**src/rtl/whirlpool_pkg.sv**
```systemverilog
// Shared Whirlpool constants, theta coefficients, FSM encoding and GF(2^8) helpers.
// Byte (i,j) of the 512-bit state is packed row-major with byte (0,0) at the MSBs.
`ifndef WHIRLPOOL_PKG_SV
`define WHIRLPOOL_PKG_SV

// LSB position of state byte A[i][j]
`define WP_BYTE_LSB(i, j) (504 - 8 * (8 * (i) + (j)))

package whirlpool_pkg;

  localparam int unsigned WP_STATE_W = 512;
  localparam int unsigned WP_BYTE_W  = 8;
  localparam int unsigned WP_ROW_W   = 64;
  localparam int unsigned WP_ROWS    = 8;
  localparam int unsigned WP_ROW_IDX_W = 3;

  localparam logic [WP_BYTE_W-1:0] WP_POLY_LO = 8'h1D;

  // c[0..7] of cir(01,01,04,01,08,05,02,09), c[0] in the MSBs
  localparam logic [WP_ROW_W-1:0] WP_THETA_C = 64'h01_01_04_01_08_05_02_09;

  typedef enum logic [1:0] {
    WP_IDLE = 2'd0,
    WP_BUSY = 2'd1,
    WP_DONE = 2'd2
  } wp_theta_state_e;

  function automatic logic [WP_BYTE_W-1:0] wp_xtime(input logic [WP_BYTE_W-1:0] a);
    return {a[6:0], 1'b0} ^ (a[7] ? WP_POLY_LO : 8'h00);
  endfunction

  function automatic logic [WP_BYTE_W-1:0] wp_theta_coef(input int unsigned idx);
    return WP_THETA_C[WP_ROW_W - 1 - WP_BYTE_W * (idx % WP_ROWS) -: WP_BYTE_W];
  endfunction

endpackage

`endif

```
**src/rtl/whirlpool_theta_row.sv**
```systemverilog
// Combinational theta mixer for one 64-bit state row: b[j] = XOR_k a[k] * c[(j-k) mod 8].
// Only x1/x2/x4/x8 multiples are formed; x5 and x9 are built from them.
module whirlpool_theta_row
  import whirlpool_pkg::*;
(
  input  logic [63:0] row_in,
  output logic [63:0] mix_c
);

  logic [WP_BYTE_W-1:0] a  [WP_ROWS];
  logic [WP_BYTE_W-1:0] m2 [WP_ROWS];
  logic [WP_BYTE_W-1:0] m4 [WP_ROWS];
  logic [WP_BYTE_W-1:0] m8 [WP_ROWS];
  logic [WP_BYTE_W-1:0] acc;

  // Per-byte xtime chain shared by all eight output columns
  always_comb begin
    for (int k = 0; k < int'(WP_ROWS); k++) begin
      a[k]  = row_in[WP_ROW_W - 1 - WP_BYTE_W * k -: WP_BYTE_W];
      m2[k] = wp_xtime(a[k]);
      m4[k] = wp_xtime(m2[k]);
      m8[k] = wp_xtime(m4[k]);
    end
  end

  always_comb begin
    mix_c = '0;
    acc   = '0;
    for (int j = 0; j < int'(WP_ROWS); j++) begin
      acc = '0;
      for (int k = 0; k < int'(WP_ROWS); k++) begin
        case (wp_theta_coef(32'((j - k + 8) % 8)))
          8'h01:   acc = acc ^ a[k];
          8'h02:   acc = acc ^ m2[k];
          8'h04:   acc = acc ^ m4[k];
          8'h05:   acc = acc ^ m4[k] ^ a[k];
          8'h08:   acc = acc ^ m8[k];
          8'h09:   acc = acc ^ m8[k] ^ a[k];
          default: acc = acc;
        endcase
      end
      mix_c[WP_ROW_W - 1 - WP_BYTE_W * j -: WP_BYTE_W] = acc;
    end
  end

endmodule

```
**src/rtl/whirlpool_wcipher_theta_seq.sv**
```systemverilog
// Row-serial Whirlpool theta (MixRows): one row mixed in place per cycle, 8-cycle latency.
// Single transaction in flight; the work register doubles as the output register.
module whirlpool_wcipher_theta_seq
  import whirlpool_pkg::*;
(
  input  logic         clk,
  input  logic         rst,
  input  logic         in_valid,
  output logic         in_ready,
  input  logic [511:0] in_state,
  output logic         out_valid,
  input  logic         out_ready,
  output logic [511:0] out_state
);

  wp_theta_state_e state_q, state_d;

  logic [WP_ROW_IDX_W-1:0] row_q, row_d;
  logic [WP_STATE_W-1:0]   work_q, work_d;
  logic                    in_ready_q, in_ready_d;
  logic                    out_valid_q, out_valid_d;
  logic [WP_ROW_W-1:0]     row_sel;
  logic [WP_ROW_W-1:0]     row_mix_c;
  logic                    in_hs;

  assign in_hs     = in_valid && in_ready_q;
  assign in_ready  = in_ready_q;
  assign out_valid = out_valid_q;
  assign out_state = work_q;

  // State register
  always_ff @(posedge clk) begin
    if (rst) begin
      state_q <= WP_IDLE;
    end else begin
      state_q <= state_d;
    end
  end

  // Next-state logic
  always_comb begin
    state_d = state_q;
    case (state_q)
      WP_IDLE: if (in_hs) state_d = WP_BUSY;
      WP_BUSY: if (row_q == WP_ROW_IDX_W'(WP_ROWS - 1)) state_d = WP_DONE;
      WP_DONE: if (out_ready) state_d = WP_IDLE;
      default: state_d = WP_IDLE;
    endcase
  end

  // Row currently being mixed
  always_comb begin
    row_sel = '0;
    for (int r = 0; r < int'(WP_ROWS); r++) begin
      if (row_q == WP_ROW_IDX_W'(r)) row_sel = work_q[`WP_BYTE_LSB(r, 7) +: WP_ROW_W];
    end
  end

  whirlpool_theta_row u_row (
    .row_in (row_sel),
    .mix_c  (row_mix_c)
  );

  // Capture, in-place row write-back and registered handshake outputs
  always_comb begin
    work_d      = work_q;
    row_d       = row_q;
    in_ready_d  = (state_d == WP_IDLE);
    out_valid_d = (state_d == WP_DONE);
    case (state_q)
      WP_IDLE: begin
        if (in_hs) begin
          work_d = in_state;
          row_d  = '0;
        end
      end
      WP_BUSY: begin
        for (int r = 0; r < int'(WP_ROWS); r++) begin
          if (row_q == WP_ROW_IDX_W'(r)) work_d[`WP_BYTE_LSB(r, 7) +: WP_ROW_W] = row_mix_c;
        end
        row_d = row_q + WP_ROW_IDX_W'(1);
      end
      default: begin
        work_d = work_q;
      end
    endcase
  end

  always_ff @(posedge clk) begin
    if (rst) begin
      row_q       <= '0;
      work_q      <= '0;
      in_ready_q  <= 1'b0;
      out_valid_q <= 1'b0;
    end else begin
      row_q       <= row_d;
      work_q      <= work_d;
      in_ready_q  <= in_ready_d;
      out_valid_q <= out_valid_d;
    end
  end

endmodule

```
**config.mk**
```make
export PLATFORM = sky130hd
export DESIGN_NAME = whirlpool_wcipher_theta_seq
export DESIGN_NICKNAME = d
export VERILOG_FILES = /design/src/rtl/whirlpool_pkg.sv /design/src/rtl/whirlpool_theta_row.sv /design/src/rtl/whirlpool_wcipher_theta_seq.sv
export SDC_FILE = /design/constraint.sdc
export NUM_CORES = 2
export LEC_CHECK = 0
export ABC_AREA = 1
export BUFFER_PORTS_ARGS = -buffer_cell sky130_fd_sc_hd__buf_4
export CAP_MARGIN = 5
export CORE_AREA = 10 10 395 397
export DETAILED_ROUTE_END_ITERATION = 8
export DIE_AREA = 0 0 405 407
export PLACE_DENSITY = 0.42
export SETUP_SLACK_MARGIN = 0.05
export SKIP_LAST_GASP = 1
export SLEW_MARGIN = 20
export SYNTH_ARGS = -nofsm -noshare
export SYNTH_HDL_FRONTEND = slang
export SYNTH_SLANG_ARGS = --single-unit
```
**constraint.sdc**
```tcl
create_clock -name clk -period 5.8 [get_ports clk]
set_input_delay 0.29 -clock clk [delete_from_list [all_inputs] [get_ports clk]]
set_output_delay 0.29 -clock clk [all_outputs]
set_load 0.01 [all_outputs]
```
==> out/metrics.cfg <==
[die]
fp.dieW_um = 405
core-area_um2 = 147500
die_area_um2 = 164800
die_y_um = 407
ioPinCount = 1030
std_cell_rows = 141
initial_core_util = 0.2342

[placement]
pre_cts_slack_ns = 0.8624
port_buffers = 1029
dp.cells = 8157
place_area_um2 = 44480
place_congestion = 0.9952
place_hpwl_um = 241000

[logic_synthesis]
synth_warnings = 0
synth_nets = 5915
synth_top_area_frac = 0.3008
ys_async_sr_fraction = 0
netlist_instances = 5393
synth_edf_count = 0
synth_top_cells_by_count = nand2_1 (1357), a21oi_1 (1040), o21ai_0 (553)
synth_flop_cell = dfxtp_1
yosys.cell_types.count = 50
ys_ff_latch = 519
postSynthAreaPerCell_um2 = 6.404
synth_most_common_cell = nand2_1
ys_seq_area_frac = 0.3008
yosys.area.top_type = dfxtp_1
synthTopCellsByArea = dfxtp_1 (30%), a21oi_1 (15%), nand2_1 (15%)
netlist_area_um2 = 34540

[global_route]
antenna_found_initial = 36
grt_pass1_vias = 45520
grt_pass1_wl_um = 406800
grtUsageTotal = 0.3552
grt_max_degree = 180
globalRouteOverflowTotal = 0

[setup_path]
cpMostUsedCell = nand2_1
worstPathArrival_ns = 5.64
endpoint_kind = register
cp-start-kind = register
cp_slowest_cell = nand2_2
critPathMaxStageDelay_ns = 0.50
critPathRequiredTime_ns = 6.42
crit_type = register to register
reg2reg_from = row_q[0]
critical_path_peak_fanout = 22
startpoint = row_q[0]

[power]
peakVddDrop_v = 0.0002035
leakagePower_nw = 24.76
seqPwrFrac = 0.244
power_density_nw_per_um2 = 348.0
pwr-share-clk = 0.261
internal-power_mw = 9.333
p_sw_mw = 8.759
combPwrFrac = 0.495
p_sw_frac = 0.4841
p_total_mw = 18.09

[sta]
period_share = 0.8654
fin_skew_ns = 0.06389
max_freq_ghz = 0.1992
finalSetupViolations = 0
rsz0062_at_grt = false
setup_tns_ns = 0
relSlewSlack = 0.2139
slew_viol_final = 0
fin_crit_ns = 5.019
worstMarginPinSlew_ns = 1.179
postLayoutSetupSlackWorst_ns = 0.7807
hold_violations = 0
hold_slack_ns = 0.02217

[cells_and_area]
nets = 7326
stdcell_area_um2 = 51990
stdcell_count = 8802
n_fill_cell = 16100
drive_above_1_share = 0.2284
area_growth_pct = 50.54
utilization = 0.3525

[drt]
vias = 46770
wl_per_cell_um = 34.94
dr.pass1.iters = 8
postRouteAntennaNets = 0
post_drt_via_cell_ratio = 5.313
drcViolationCount = 0
drtIter0Drc = 4865
routed_wirelength_um = 307600

[cts]
clockRootBuffer = clkbuf_16
cts_tree = done
cts_resized = 0
cts.clk_slew.worst_paths_ns = 0.07
clkSinkCount = 519
numCtsBuffers = 71
cts_setup_buffers = 0
htreeDepth = 3
clk_path_buf_depth = 3
clock_latency_ns = 0.72

[hold_path]
min-delay-start = in_state[27]
hp-class = input pin to register

[outcome]
status = finished clean

[run]
maxCapViolCount = 0

==> kinds of logic after synthesis <==
family | synth area share
AO/OA/AOI/OAI | 0.2436
XOR/XNOR | 0.07579
adder cells (fa/ha/maj) | 0.002174
buffers and inverters | 0.08329
flip-flops | 0.3008
AND/OR/NAND/NOR | 0.2943
==> placed cells by master (no fill, tap or decap), types with 4 or more instances in the layout <==
| cell | netlist | layout |
|---|---|---|
| clkbuf_1 | 244 | 11 |
| nor2_1 | 187 | 186 |
| a21boi_1 | 5 | 5 |
| nand3b_1 | 14 | 14 |
| inv_1 | 314 | 311 |
| or2_1 | 20 | 20 |
| o21ai_4 | 0 | 5 |
| clkinv_2 | 0 | 18 |
| bufinv_16 | 0 | 6 |
| nand4_1 | 6 | 6 |
| xnor2_1 | 73 | 73 |
| a21boi_4 | 5 | 5 |
| clkbuf_8 | 0 | 14 |
| or2_2 | 66 | 66 |
| o21ai_1 | 5 | 5 |
| dfxtp_1 | 519 | 519 |
| nand2_1 | 1357 | 1355 |
| inv_2 | 13 | 8 |
| or2_0 | 19 | 19 |
| a21boi_2 | 8 | 8 |
| diode_2 | 0 | 17 |
| o21ai_0 | 553 | 548 |
| a21oi_1 | 1040 | 1038 |
| clkbuf_16 | 0 | 71 |
| a21oi_2 | 5 | 5 |
| buf_4 | 21 | 1170 |
| xor2_1 | 201 | 201 |
| xor2_2 | 6 | 6 |
| buf_12 | 0 | 10 |
| nand3_2 | 54 | 54 |
| nand3_4 | 10 | 10 |
| nand3_1 | 460 | 460 |
| a21oi_4 | 5 | 7 |
| xnor2_2 | 4 | 4 |
| nand2_2 | 60 | 60 |
| dlygate4sd3_1 | 0 | 504 |
| nand2_4 | 7 | 8 |
==> path summary, 6_finish.rpt <==
kind / cells past startpoint / slack (ns) / endpoint
hold / removal: 3 / 0.02 / out_state[27]
setup reg to reg: 25 / 0.78 / out_state[339]
setup / recovery: 25 / 0.78 / out_state[339]
hold reg to reg: 2 / 0.53 / row_q[1]
==> power groups by stage <==
stage	clock [mW]	sequential [mW]	combinational, mW
final	4.72	4.42	8.96
after global routing	4.87	4.42	9.41
after detailed placement	0	4.46	8.44
after global placement	0	4.47	8.44
after CTS	4.75	4.39	8.78
after floorplan	0	4.34	4.25
==> what timing repair did <==
action                     CTS  global route
setup endpoints to repair    0             0
hold endpoints to repair   508             0
hold buffers               504             0
==> registers in the layout (all words and copies together) (netlist names) <==
register and count:
out_state 512, row_q 3, state_q 2, in_ready 1, out_valid 1
==> final cells by class <==
type	instances	area (um2)	area share
diodes	17	42.54	0.0008183
well taps	1930	2415	0.04645
clock buffers	96	2011	0.03867
inverters	332	1281	0.02464
flip-flops and latches	519	10390	0.1998
clock inverters	28	404.1	0.007773
repair buffers	1685	14040	0.2700
multi-input cells	4195	21410	0.4117
==> metal layers <==
layer	global-route usage	wire length, um	vias to the layer above
li1	-	-	20730
met1	0.4295	123100	22980
met2	0.5757	138100	2476
met3	0.09399	26740	569
met4	0.1860	19630	4
met5	0	21	-
==> worst max-delay path: cells and delay by family, from the launching register on <==
kind | cells | cell delay [ns]
AND/OR/NAND/NOR | 19 | 3.23
buffers and inverters | 4 | 0.81
flip-flops | 1 | 0.40
adder cells (fa/ha/maj) | 1 | 0.23
AO/OA/AOI/OAI | 1 | 0.22
No activity file was read; power rests on OpenSTA's default activity.
